## src/rtl/count_display_driver.sv

```systemverilog
// count_display_driver
//   Converts an 8-bit unsigned count to three BCD digits with a sequential
//   shift-and-add-3 engine. It then time-multiplexes the digits onto a
//   common-anode 7-segment display.
//
// Ports
//   clk    in   system clock, all logic on posedge
//   rst    in   synchronous active-high reset
//   value  in   [7:0] count to display; sampled only while idle
//   blank  in   1 = all anodes off; conversion and scan keep running
//   busy   out  high while a conversion is in progress
//   bcd    out  [11:0] last completed result {hundreds, tens, ones}
//   seg    out  [7:0] active-low {dp,g,f,e,d,c,b,a}; dp always 1
//   an     out  [2:0] active-low one-hot digit select (0=ones, 2=hundreds)
//
// Parameters
//   SCAN_DIV  clk cycles per digit slot (>= 1)
//
// Build option
//   LEADING_ZERO_BLANK_EN  when defined, suppresses leading zeros in the
//                          hundreds and tens digits. Ones is always shown.
module count_display_driver #(
  parameter int SCAN_DIV = 50000
) (
  input  logic        clk,
  input  logic        rst,
  input  logic [7:0]  value,
  input  logic        blank,
  output logic        busy,
  output logic [11:0] bcd,
  output logic [7:0]  seg,
  output logic [2:0]  an
);

  localparam int PW = (SCAN_DIV > 1) ? $clog2(SCAN_DIV) : 1;
  localparam logic [PW-1:0] PRESC_MAX = PW'(SCAN_DIV - 1);

  typedef enum logic [1:0] {S_IDLE, S_SHIFT, S_DONE} state_e;

  state_e        state_q, state_d;
  logic [7:0]    last_q;
  logic [7:0]    shift_q;
  logic [11:0]   scratch_q;
  logic [2:0]    iter_q;
  logic [11:0]   bcd_q;
  logic [PW-1:0] presc_q;
  logic [1:0]    idx_q;

  logic          start;
  logic [11:0]   adj;

  assign start = (value != last_q);

  // ---------------- conversion FSM ----------------
  always_ff @(posedge clk) begin
    if (rst) state_q <= S_IDLE;
    else     state_q <= state_d;
  end

  always_comb begin
    state_d = state_q;
    case (state_q)
      S_IDLE:  if (start) state_d = S_SHIFT;
      S_SHIFT: if (iter_q == 3'd7) state_d = S_DONE;
      S_DONE:  state_d = S_IDLE;
      default: state_d = S_IDLE;
    endcase
  end

  always_comb begin
    busy = (state_q != S_IDLE);
  end

  // Add 3 to every nibble >= 5 before the shift, so the doubling carries
  // correctly into the next decimal digit.
  always_comb begin
    adj = scratch_q;
    for (int n = 0; n < 3; n++) begin
      if (scratch_q[n*4 +: 4] >= 4'd5) adj[n*4 +: 4] = scratch_q[n*4 +: 4] + 4'd3;
    end
  end

  always_ff @(posedge clk) begin
    if (rst) begin
      last_q    <= 8'h00;
      shift_q   <= 8'h00;
      scratch_q <= 12'h000;
      iter_q    <= 3'd0;
      bcd_q     <= 12'h000;
    end else begin
      case (state_q)
        S_IDLE: begin
          if (start) begin
            shift_q   <= value;
            last_q    <= value;
            scratch_q <= 12'h000;
            iter_q    <= 3'd0;
          end
        end
        S_SHIFT: begin
          scratch_q <= {adj[10:0], shift_q[7]};
          shift_q   <= {shift_q[6:0], 1'b0};
          iter_q    <= iter_q + 3'd1;
        end
        S_DONE:  bcd_q <= scratch_q;
        default: ;
      endcase
    end
  end

  assign bcd = bcd_q;

  // ---------------- scan prescaler ----------------
  always_ff @(posedge clk) begin
    if (rst) begin
      presc_q <= '0;
      idx_q   <= 2'd0;
    end else if (presc_q == PRESC_MAX) begin
      presc_q <= '0;
      idx_q   <= (idx_q == 2'd2) ? 2'd0 : idx_q + 2'd1;
    end else begin
      presc_q <= presc_q + 1'b1;
    end
  end

  // ---------------- display decode ----------------
  function automatic logic [6:0] seg7(input logic [3:0] d);
    case (d)
      4'd0:    seg7 = 7'b1000000;
      4'd1:    seg7 = 7'b1111001;
      4'd2:    seg7 = 7'b0100100;
      4'd3:    seg7 = 7'b0110000;
      4'd4:    seg7 = 7'b0011001;
      4'd5:    seg7 = 7'b0010010;
      4'd6:    seg7 = 7'b0000010;
      4'd7:    seg7 = 7'b1111000;
      4'd8:    seg7 = 7'b0000000;
      4'd9:    seg7 = 7'b0010000;
      default: seg7 = 7'b1111111;
    endcase
  endfunction

  logic [3:0] digit;
  logic       lz;

  always_comb begin
    digit = 4'd0;
    lz    = 1'b0;
    case (idx_q)
      2'd0:    digit = bcd_q[3:0];
      2'd1:    digit = bcd_q[7:4];
      2'd2:    digit = bcd_q[11:8];
      default: digit = 4'd0;
    endcase
`ifdef LEADING_ZERO_BLANK_EN
    // Anode stays driven; only the segments go dark for a leading zero.
    if (idx_q == 2'd2 && bcd_q[11:8] == 4'd0) lz = 1'b1;
    if (idx_q == 2'd1 && bcd_q[11:4] == 8'h00) lz = 1'b1;
`else
    lz = 1'b0;
`endif
  end

  always_comb begin
    an = 3'b111;
    if (!blank) begin
      case (idx_q)
        2'd0:    an = 3'b110;
        2'd1:    an = 3'b101;
        2'd2:    an = 3'b011;
        default: an = 3'b111;
      endcase
    end
    seg = {1'b1, lz ? 7'b1111111 : seg7(digit)};
  end

endmodule

```

## config.mk

```make
export PLATFORM = sky130hd
export DESIGN_NAME = count_display_driver
export DESIGN_NICKNAME = d
export VERILOG_FILES = /design/src/rtl/count_display_driver.sv
export SDC_FILE = /design/constraint.sdc
export NUM_CORES = 1
export LEC_CHECK = 0
export BUFFER_PORTS_ARGS = -buffer_cell sky130_fd_sc_hd__buf_4
export CORE_ASPECT_RATIO = 1.1
export CORE_MARGIN = 5
export CORE_UTILIZATION = 45
export DETAILED_ROUTE_END_ITERATION = 7
export PLACE_DENSITY_LB_ADDON = 0.05
export SLEW_MARGIN = 30
export SYNTH_ARGS = -nofsm -noshare
export SYNTH_HDL_FRONTEND = slang
export SYNTH_SLANG_ARGS = --single-unit
export TNS_END_PERCENT = 50
```

## constraint.sdc

```tcl
create_clock -name clk -period 4.75 [get_ports clk]
set_clock_uncertainty 0.2 [all_clocks]
set_input_delay 0.2375 -clock clk [delete_from_list [all_inputs] [get_ports clk]]
set_output_delay 0.2375 -clock clk [all_outputs]
set_load 0.01 [all_outputs]
```

==> reports/qor.json <==
{
  "clocking": {
    "clk_path_buf_depth": 2,
    "clk_pin_slew_ns": 0.07,
    "cts_htree_levels": 3,
    "clock-root-buffer": "sky130_fd_sc_hd__clkbuf_8",
    "worstSkewPairLatency_ns": 0.34,
    "cts_tree": "yes",
    "cts_num_sinks": 63,
    "cts_inserted_buffers": 9,
    "cts_setup_buffers": 0
  },
  "place": {
    "gp_routability_congestion": 0.770,
    "place_hpwl_mm": 4.31,
    "numPortBuffers": 33
  },
  "global_route": {
    "grt_pass1_vias": 2599,
    "gr-total-overflow": 0,
    "grt_start_max_net_pins": 50,
    "initial_antenna_violation_count": 0,
    "gr-usage-all-layers_pct": 15.6,
    "first_pass_grt_wire_length_mm": 11.7
  },
  "logic_synthesis": {
    "post_synth_xor_area_fraction_pct": 8.22,
    "synthMuxAreaShare_pct": 3.33,
    "yosys.area_share.simple_pct": 24.0,
    "synthesis.nets": 400,
    "synth_compound_area_share_pct": 14.3,
    "syn-cell-area_mm2": 0.00315,
    "synth-adder-area-share_pct": 5.56,
    "synth_edf_count": 0,
    "synth_cell_types": 47,
    "synth_warnings": 0,
    "ys_async_sr_fraction_pct": 0,
    "yosys_register_bits": 63,
    "synth-main-ff-cell": "sky130_fd_sc_hd__dfxtp_1",
    "post_synth_inst_count": 375,
    "syn-mean-instance-area_um2": 8.40,
    "combinational_family_with_the_most_area_after_synthesis": "simple AND/OR/NAND/NOR gates",
    "ys_seq_area_share_pct": 40.0
  },
  "timing": {
    "fin_tns_setup_ns": 0,
    "final_period_minus_worst_setup_slack_ns": 2.96,
    "hold_violations": 0,
    "rsz_0062_raised_after_global_routing": "false",
    "worstMarginPinSlew_ns": 0.848,
    "report.final.slew_viol_count": 0,
    "period_utilization_post_route_pct": 62.3,
    "setup-violations-final": 0,
    "clock.fmax_mhz": 338,
    "max-slew-margin-rel_pct": 43.2
  },
  "setup_path": {
    "worstSetupStartpointType": "flip-flop",
    "r2r_cells": 5,
    "critical_path.max_fanout": 10,
    "number_of_buffers_and_inverters_on_the_critical_path": 2,
    "critical_path_required_ns": 4.31,
    "critPathSlowestCell": "sky130_fd_sc_hd__dfxtp_1",
    "critPathCaptureType": "output pin",
    "cp.arrival_ns": 2.52,
    "path_depth": 8,
    "timing.setup.critical_path_class": "reg2out",
    "max_stage_delay_ns": 0.57,
    "crit_chain": "mux2i_1, a2bb2oi_1, inv_1, ha_1, nand2b_1, o21ai_0, a21oi_1, buf_4",
    "cpLargestDelayFamily": "compound AO/OA/AOI/OAI gates"
  },
  "pwr": {
    "switching_share_pct": 24.7,
    "power.combinational.fraction_pct": 7.9,
    "max_rail_drop_vdd_mv": 0.180,
    "internal_power_uw": 790,
    "power.share.clock_pct": 39.4,
    "power_per_cell_area_mw_per_mm2": 292,
    "switching_power_uw": 259,
    "seqPwrFrac_pct": 52.8,
    "static-leakage-power_uw": 0.00137
  },
  "run_status": {
    "status": "completed"
  },
  "cells_and_area": {
    "filler_cell_count": 710,
    "layout.nets": 424,
    "n_antenna_cell": 0,
    "seq_area_mm2": 0.00126,
    "growth_of_design_area_from_synthesis_to_finish_pct": 14.0,
    "multiInputGateArea_mm2": 0.00175,
    "finalCoreUtilization_pct": 51.9,
    "drive_gt1_share_pct": 15.6
  },
  "route": {
    "first_pass_iters": 4,
    "number_of_vias_per_cell_after_detailed_routing": 5.21,
    "drtIter0Drc": 99,
    "drt_wl_total_mm": 6.46,
    "num_vias": 2547,
    "routedWlPerCell_um": 13.2,
    "drt.antenna.violating_nets": 0,
    "route.detailed.drc": 0
  },
  "floorplan": {
    "die_w_um": 89.8,
    "initial_utilization_pct": 45.5,
    "top_ports": 35,
    "placement_rows": 32,
    "core-area_mm2": 0.00693,
    "floorplan.die.height_um": 97.8,
    "dieArea_mm2": 0.00878
  },
  "worst_hold_path": {
    "worstHoldPathType": "in2reg",
    "whs_path_depth": 3
  },
  "run": {
    "max_cap_viol_count": 0
  }
}
registers in the layout, indices dropped and copies added, names as in the netlist:
name / count
idx_q: 2
scratch_q: 12
shift_q: 8
presc_q: 16
iter_q: 3
bcd: 12
state_q: 2
last_q: 8
power by group through the flow:
stage	logic (uW)	clock network, uW	registers (uW)
after floorplan	64.3	0	563
after global placement	82.3	0	564
after detailed placement	82.9	0	565
after CTS	83.9	430	553
after global routing	93.9	457	555
final	82.5	413	553
per-layer routing:
layer | wire length, um | up-vias | GRT usage [%]
met1 | 3050 | 1166 | 19.0
li1 | - | 1332 | -
met5 | 0 | - | 0
met4 | 110 | 0 | 7.56
met3 | 246 | 11 | 3.78
met2 | 3050 | 38 | 25.7
path summary, 6_finish.rpt:
kind | slack (ns) | from | end
setup / recovery | 1.79 | idx_q[1] | seg[3]
hold / removal | 0.05 | value[7] | last_q[7]
setup reg to reg | 2.53 | last_q[1] | last_q[0]
hold reg to reg | 0.24 | presc_q[0] | presc_q[0]
area by class of cell:
class	instances	area share (%)
Inverter	10	1.04
Timing Repair Buffer	34	7.17
Clock inverter	3	0.487
Sequential cell	63	35.1
Multi-Input combinational cell	281	48.8
Clock buffer	13	4.42
Tap cell	85	2.96
cell usage after synthesis, drive strengths merged (2+ instances only):
cell / number / area [um^2]
xor2: 12 / 105
a2bb2oi: 2 / 35.0
or3: 2 / 12.5
buf: 8 / 52.5
a31oi: 12 / 75.1
and4: 2 / 17.5
mux2i: 9 / 93.8
and2: 2 / 12.5
o211ai: 8 / 60.1
nand3: 34 / 175
o21ai: 7 / 46.3
clkbuf: 13 / 48.8
nor2: 32 / 123
nor3: 2 / 10.0
nand2b: 9 / 56.3
nor2b: 3 / 21.3
a21oi: 43 / 219
xnor2: 15 / 154
ha: 14 / 175
and3: 2 / 12.5
nand2: 55 / 206
nand4: 7 / 65.1
inv: 10 / 37.5
dfxtp: 63 / 1260
timing repair:
item	CTS	global route
hold buffers	1	0
resized for setup	0	0
hold endpoints to repair	1	0
layout by cell type, fill, tap and decap left out, types with 2 or more instances in the layout:
| master | n |
|---|---|
| sky130_fd_sc_hd__dfxtp_1 | 63 |
| sky130_fd_sc_hd__nand2_1 | 55 |
| sky130_fd_sc_hd__a21oi_1 | 42 |
| sky130_fd_sc_hd__nand3_1 | 33 |
| sky130_fd_sc_hd__buf_4 | 33 |
| sky130_fd_sc_hd__nor2_1 | 31 |
| sky130_fd_sc_hd__ha_1 | 14 |
| sky130_fd_sc_hd__xnor2_1 | 12 |
| sky130_fd_sc_hd__a31oi_1 | 12 |
| sky130_fd_sc_hd__xor2_1 | 12 |
| sky130_fd_sc_hd__clkbuf_8 | 11 |
| sky130_fd_sc_hd__inv_1 | 10 |
| sky130_fd_sc_hd__mux2i_1 | 8 |
| sky130_fd_sc_hd__nand2b_1 | 8 |
| sky130_fd_sc_hd__o211ai_1 | 8 |
| sky130_fd_sc_hd__nand4_1 | 5 |
| sky130_fd_sc_hd__o21ai_0 | 4 |
| sky130_fd_sc_hd__xnor2_2 | 3 |
| sky130_fd_sc_hd__or3_1 | 2 |
| sky130_fd_sc_hd__nor3_1 | 2 |
| sky130_fd_sc_hd__and2_1 | 2 |
| sky130_fd_sc_hd__o21ai_1 | 2 |
| sky130_fd_sc_hd__nor2b_1 | 2 |
| sky130_fd_sc_hd__and3_1 | 2 |
| sky130_fd_sc_hd__and4_1 | 2 |
| sky130_fd_sc_hd__clkinv_2 | 2 |
| sky130_fd_sc_hd__clkbuf_1 | 2 |
kinds of logic after synthesis:
group / Yosys count
xor+xnor: 27
flops: 63
buf+inv: 31
fa+ha+maj: 14
compound gates: 74
other cells: 1
simple gates: 155
mux: 10
metrics by stage:
stage | instance area [um^2] | hold WS (ns) | setup slack (ns) | instances | power, uW
3_5_place_dp | 3400 | 0.233 | 2.13 | 472 | 647
4_1_cts | 3590 | 0.0372 | 1.76 | 489 | 1070
5_1_grt | 3590 | 0.0672 | 1.49 | 489 | 1110
6_report | 3590 | 0.0497 | 1.79 | 489 | 1050
2_1_floorplan | 3150 | 0.181 | 2.47 | 375 | 627
3_3_place_gp | 3400 | 0.226 | 2.22 | 472 | 647
worst reg2reg max path, cell delays in order, from the launching register on:
cell                      delay, ns
sky130_fd_sc_hd__dfxtp_1       0.33
sky130_fd_sc_hd__xnor2_1       0.19
sky130_fd_sc_hd__nand4_2       0.30
sky130_fd_sc_hd__o21ai_4       0.77
sky130_fd_sc_hd__mux2i_1       0.26
sky130_fd_sc_hd__nor2_1        0.05
(Power assumes the default switching activity.)
